==> src/rtl/pic_pkg.sv <==
// pic_pkg: phase encodings, widths and helpers shared by the PIC16F front end.
// The fetch stage and its Q-phase sequencer both import this package.
package pic_pkg;

  localparam int PROG_AW = 13;
  localparam int INSN_W  = 14;

  typedef enum logic [1:0] {
    Q1 = 2'd0,
    Q2 = 2'd1,
    Q3 = 2'd2,
    Q4 = 2'd3
  } q_phase_t;

  localparam logic [INSN_W-1:0] INSN_NOP = 14'h0000;

  function automatic q_phase_t next_phase(input q_phase_t p);
    return q_phase_t'(p + 2'd1);
  endfunction

  function automatic logic [3:0] phase_onehot(input q_phase_t p);
    return 4'b0001 << p;
  endfunction

endpackage

==> src/rtl/q_sequencer.sv <==
// q_sequencer: four-phase Q1..Q4 instruction-cycle counter.
// Holds while stalled; strobes are registered alongside the phase.
module q_sequencer
  import pic_pkg::*;
(
  input  logic       clk,
  input  logic       rst,
  input  logic       stall_i,
  output q_phase_t   phase_o,
  output logic [3:0] strobe_o
);

  q_phase_t   phase_q;
  q_phase_t   phase_d;
  logic [3:0] strobe_q;

  always_comb begin
    phase_d = phase_q;
    if (!stall_i) begin
      phase_d = next_phase(phase_q);
    end
  end

  always_ff @(posedge clk) begin
    if (rst) begin
      phase_q  <= Q1;
      strobe_q <= phase_onehot(Q1);
    end else begin
      phase_q  <= phase_d;
      strobe_q <= phase_onehot(phase_d);
    end
  end

  assign phase_o  = phase_q;
  assign strobe_o = strobe_q;

endmodule

==> src/rtl/instruction_fetch.sv <==
// instruction_fetch: Q-phase fetch stage feeding the IR of the PIC16F core.
// Prefetches one word per instruction cycle; a flush turns the next IR load into a NOP.
module instruction_fetch #(
  parameter int PROG_AW = pic_pkg::PROG_AW,
  parameter int INSN_W  = pic_pkg::INSN_W
) (
  input  logic               clk,
  input  logic               rst,
  input  logic [PROG_AW-1:0] pc_in,
  output logic               incr_pc_en,
  output logic [PROG_AW-1:0] prog_addr,
  output logic               prog_en,
  input  logic [INSN_W-1:0]  prog_data,
  input  logic               stall,
  input  logic               flush_req,
  output logic [1:0]         q_phase,
  output logic [INSN_W-1:0]  ir_out,
  output logic               ir_valid
);

  import pic_pkg::*;

  q_phase_t          phase;
  logic [3:0]        strobe;
  logic              run;
  logic              rd_en;
  logic              cap_en;
  logic              ld_en;
  logic              kill;
  logic [INSN_W-1:0] fbuf_q;
  logic [INSN_W-1:0] fbuf_d;
  logic [INSN_W-1:0] ir_q;
  logic [INSN_W-1:0] ir_d;
  logic              ir_valid_q;
  logic              ir_valid_d;
  logic              flush_q;
  logic              flush_d;

  q_sequencer u_seq (
    .clk      (clk),
    .rst      (rst),
    .stall_i  (stall),
    .phase_o  (phase),
    .strobe_o (strobe)
  );

  always_comb begin
    rd_en  = 1'b0;
    cap_en = 1'b0;
    ld_en  = 1'b0;
    unique case (1'b1)
      strobe[0]: rd_en  = 1'b1;
      strobe[1]: cap_en = 1'b1;
      strobe[2]: ;
      strobe[3]: ld_en  = 1'b1;
      default:   ;
    endcase
  end

  assign run        = !stall && !rst;
  assign prog_addr  = pc_in;
  assign prog_en    = rd_en && run;
  assign incr_pc_en = cap_en && run;
  assign q_phase    = phase;

  // A flush arriving on the load edge itself still kills that load.
  assign kill = flush_q || flush_req;

  always_comb begin
    fbuf_d     = fbuf_q;
    ir_d       = ir_q;
    ir_valid_d = ir_valid_q;
    flush_d    = kill;
    if (cap_en && !stall) begin
      fbuf_d = prog_data;
    end
    if (ld_en && !stall) begin
      ir_d       = kill ? INSN_W'(INSN_NOP) : fbuf_q;
      ir_valid_d = !kill;
      flush_d    = 1'b0;
    end
  end

  always_ff @(posedge clk) begin
    if (rst) begin
      fbuf_q     <= '0;
      ir_q       <= '0;
      ir_valid_q <= 1'b0;
      flush_q    <= 1'b0;
    end else begin
      fbuf_q     <= fbuf_d;
      ir_q       <= ir_d;
      ir_valid_q <= ir_valid_d;
      flush_q    <= flush_d;
    end
  end

  assign ir_out   = ir_q;
  assign ir_valid = ir_valid_q;

endmodule
==> config.mk <==
export PLATFORM = sky130hd
export DESIGN_NAME = instruction_fetch
export DESIGN_NICKNAME = d
export VERILOG_FILES = /design/src/rtl/pic_pkg.sv /design/src/rtl/q_sequencer.sv /design/src/rtl/instruction_fetch.sv
export SDC_FILE = /design/constraint.sdc
export NUM_CORES = 1
export LEC_CHECK = 0
export ABC_AREA = 1
export BUFFER_PORTS_ARGS = -buffer_cell sky130_fd_sc_hd__buf_2
export CORE_UTILIZATION = 40
export DETAILED_ROUTE_END_ITERATION = 10
export PLACE_DENSITY = 0.71
export SYNTH_ARGS = -nofsm -noshare
export SYNTH_HDL_FRONTEND = slang
export SYNTH_HIERARCHICAL = 1
export SYNTH_SLANG_ARGS = --single-unit
==> constraint.sdc <==
create_clock -name clk -period 1.29 [get_ports clk]
set_clock_uncertainty 0.1 [all_clocks]
set_input_delay 0.0645 -clock clk [delete_from_list [all_inputs] [get_ports clk]]
set_output_delay 0.0645 -clock clk [all_outputs]
set_load 0.005 [all_outputs]
# Word-level counts from Yosys, hierarchy flattened
# Cells that the tools add are included.
# totals
reg_bits	36
in_bits	31
output_inout_bits	32
wordCells	23
# classes
add_sub_neg	1
shifts	1
n_mux	5
n_reduce_logical	10
# op_table
cell	n
14-bit 2-to-1 mux	1
1-bit logical AND	5
1-bit by 2-bit << shifter with 4-bit output, first input constant	1
1-bit logical NOT	3
1-bit 2-to-1 mux	3
2-bit by 1-bit adder with 2-bit output, second input constant	1
2-bit 2-to-1 mux	1
2-bit OR reduction	1
1-bit logical OR	1

# Longest topological paths before layout
# depth
depth_word	3
ltp_mapped	6
depth_no_buf	6

# By module
# Netlist, hierarchy kept.
# by_module_without_submodules
mod	n_inst	cells_per_inst	area_each_um2	seq_area_each_um2
instruction_fetch	1	149	1218.7	600.6
q_sequencer	1	24	205.2	120.1

# Worst setup path before layout
# No wires, ideal clock.
# synth_path
kind	reg2reg
start	reg u_seq.strobe_q[3], in the netlist u_seq/strobe_o[3]
end	reg ir_q[10], in the netlist ir_out[10]
setup_ps	114
t_arrival_ps	779
required_time_ps	1076
setup_slack_ps	297
path_stages_with_launch	7
n_path_buf	1
period_less_slack_ps	993
path_cell_list	dfxtp_1 inv_1 nor2_4 nor2_4 buf_6 nand2_1 nand2_1
# synth_via
elab_chain_cells	2
# synth_rtl
item	line	source
from (decl)	q_sequencer.sv:15	logic [3:0] strobe_q;
from (signal assigned)	q_sequencer.sv:27	strobe_q <= phase_onehot(Q1);
from (signal assigned)	q_sequencer.sv:30	strobe_q <= phase_onehot(phase_d);
1-bit 2-to-1 mux	instruction_fetch.sv:51	unique case (1'b1)
1-bit logical AND	instruction_fetch.sv:77	if (ld_en && !stall) begin
to (signal assigned)	instruction_fetch.sv:92	ir_q <= ir_d;
to (decl)	instruction_fetch.sv:32	logic [INSN_W-1:0] ir_q;
# No other way between the ends.
# A chain may end at the register's enable or synchronous reset.

# Final worst setup path
# layout_path
start	in rst
end	out prog_en
# layout_via
elab_chain_cells	3
# layout_rtl
item	line	source
from (decl)	instruction_fetch.sv:8	input logic rst,
1-bit logical NOT	instruction_fetch.sv:60	assign run = !stall && !rst;
1-bit logical AND	instruction_fetch.sv:60	
1-bit logical AND	instruction_fetch.sv:62	assign prog_en = rd_en && run;
to (decl)	instruction_fetch.sv:12	output logic prog_en,
# No other way between the ends.

==> key figures <==
Finish
  • Reg area: 701 µm²
  • Antenna cells: 0
  • Layout overhead on the synthesized area: 20.9%
  • Layout cells sized above 1: 25.1%
  • Fillers: 342
  • Final net count: 241
  • Post-route cell area: between 1500 and 2000 µm²
  • Post-Layout Cell Count: 257
  • Multi-input logic area: 499 µm²

Route
  • Total vias in the final route: 1177
  • Iter 0 DRT Violations: 18
  • DR vias/cell: 4.58
  • Detailed Route WL: around 2800 µm
  • DRC: 0
  • DR pass1 iterations: 3
  • Wirelength per Cell: 10.8 µm
  • Final ANT Viol Nets: 0

Timing
  • Setup ws final: about 0.030 ns
  • # setup viols final: 0
  • Fin. max-slew vios: 0
  • Fin crit period: approximately 1.3 ns
  • Slew margin rel.: 77.4%
  • Final cycle utilization of the critical path: 97.7%
  • RSZ-0062 raised after global routing: yes
  • Setup TNS: 0 ns
  • Fin. Hold Viols: 0
  • Slew at the pin closest to its max-slew limit: 0.338 ns
  • Max frequency: 793 MHz

GRT
  • Largest net degree at the start of global routing: 30
  • Global-route wire length before repair: 4400 µm
  • GRT Util Overall: 16.3%
  • Vias in the first global route: between 1k and 1.5k
  • GRT overflow: 0
  • Initial antenna violation count: 0

Clock network
  • H-tree levels: 2
  • Root Buffer: clkbuf_4
  • Clock sink count: 35
  • Post-CTS setup buffers: 0
  • TritonCTS clock tree: built
  • Worst-Skew Late Latency: 0.35 ns
  • TritonCTS buffer count: 5
  • Clock Path Buffers: 2

Worst hold path
  • HP Start: pc_in[2]
  • Worst min path class: in2out

Placed design
  • Placed cell area: roughly 1500 µm²
  • Pre-CTS WS: around 0.18 ns
  • Port Buffer Count: 36
  • Post-Place Cells: 234
  • GPL Wtd Cong: ~0.7
  • DP HPWL: roughly 1800 µm

Floorplanning
  • Die area: between 3000 and 4000 µm²
  • FP Rows: 21
  • IO Count: 63
  • Core area: 3340 µm²
  • Die Y: roughly 61 µm
  • Die width: 61.2 µm
  • Initial core utilization: 42.0%

Critical path
  • Critical Path RT: 1.13 ns
  • Setup CP Type: in2out
  • CP Launch Type: input port
  • Arrival @ worst endpoint: 1.10 ns
  • Crit-path max FO: 6
  • Start of the worst register-to-register path: u_seq/strobe_o[3]
  • CP startpoint: rst
  • Crit path capture type: primary output

Yosys
  • Syn nets: 202
  • Syn Inst Count: 171
  • Synth Cell Area: between 1000 and 1500 µm²
  • Ys Warns: 6
  • Syn Area/Cell: 8.19 µm²

Pwr
  • Leak pwr: 0.831 nW
  • PwrDens: 1170 nW/µm²
  • VDD IR max: 0.586 mV

Job
  • Max cap viols: 0

Run status
  • Status: completed
[stage by stage]
stage	power, mW	hold WS [ns]	util [%]
final	1.97	0.0290	50.7
after global routing	2.07	0.0290	50.7
after CTS	1.99	0.0290	50.7
after detailed placement	1.38	0.0290	44.4
after global placement	1.37	0.0290	44.4
after floorplan	1.35	0.0438	-
[worst max-delay path, cell delays in order]
cell and delay (ns):
dlygate4sd3_1 0.53, buf_2 0.19, nor3b_1 0.18, buf_2 0.14
[power breakdown]
group	switching, mW	total (mW)	internal, mW
Clock	0.376	0.586	0.210
Combinational	0.124	0.229	0.105
Sequential	0.0280	1.16	1.13
Total	0.528	1.97	1.45
[sequential cells by signal, indices dropped and copies added (netlist names)]
| signal | count |
|---|---|
| flush_q | 1 |
| ir_out | 14 |
| u_seq/strobe_o | 3 |
| u_seq/phase_o | 2 |
| fbuf_q | 14 |
| ir_valid | 1 |
[layout make-up]
class,count,share of cell area (%)
inverter,9,2.14
sequential,35,41.4
clock inverter,2,0.739
timing repair buffer,53,20.4
tap,46,3.40
clock buffer,6,2.44
multi-input combinational,106,29.5
[routing by layer]
layer,vias to the layer above,track usage (%),share of wire (%)
li1,613,-,-
met1,527,18.6,46
met2,28,26.6,47
met3,9,6.51,4.9
met4,0,8.44,1.9
met5,-,0,0
[path summary, 6_finish.rpt]
path                                      to  slack [ns]  depth (start not counted)
worst min register to register      ir_valid        0.35                          2
worst max-delay path                 prog_en        0.03                          4
worst max register to register     ir_out[9]        0.24                          5
worst min-delay path            prog_addr[2]        0.03                          0
[cells in the final DEF (no fill, tap or decap), types with 2 or more instances in the layout]
master	count
nand2_1	36
dlygate4sd3_1	15
inv_2	2
nand3_1	2
clkbuf_4	5
o21ai_0	14
dfxtp_1	35
buf_4	2
nor2_4	2
inv_1	6
buf_2	36
nand4_1	14
nor2_1	31
[what timing repair did]
item,CTS,global route
setup endpoints to repair,1,2
gates resized for setup,1,2
hold endpoints to repair,16,0
hold buffers,15,0
(Power assumes the default switching activity.)
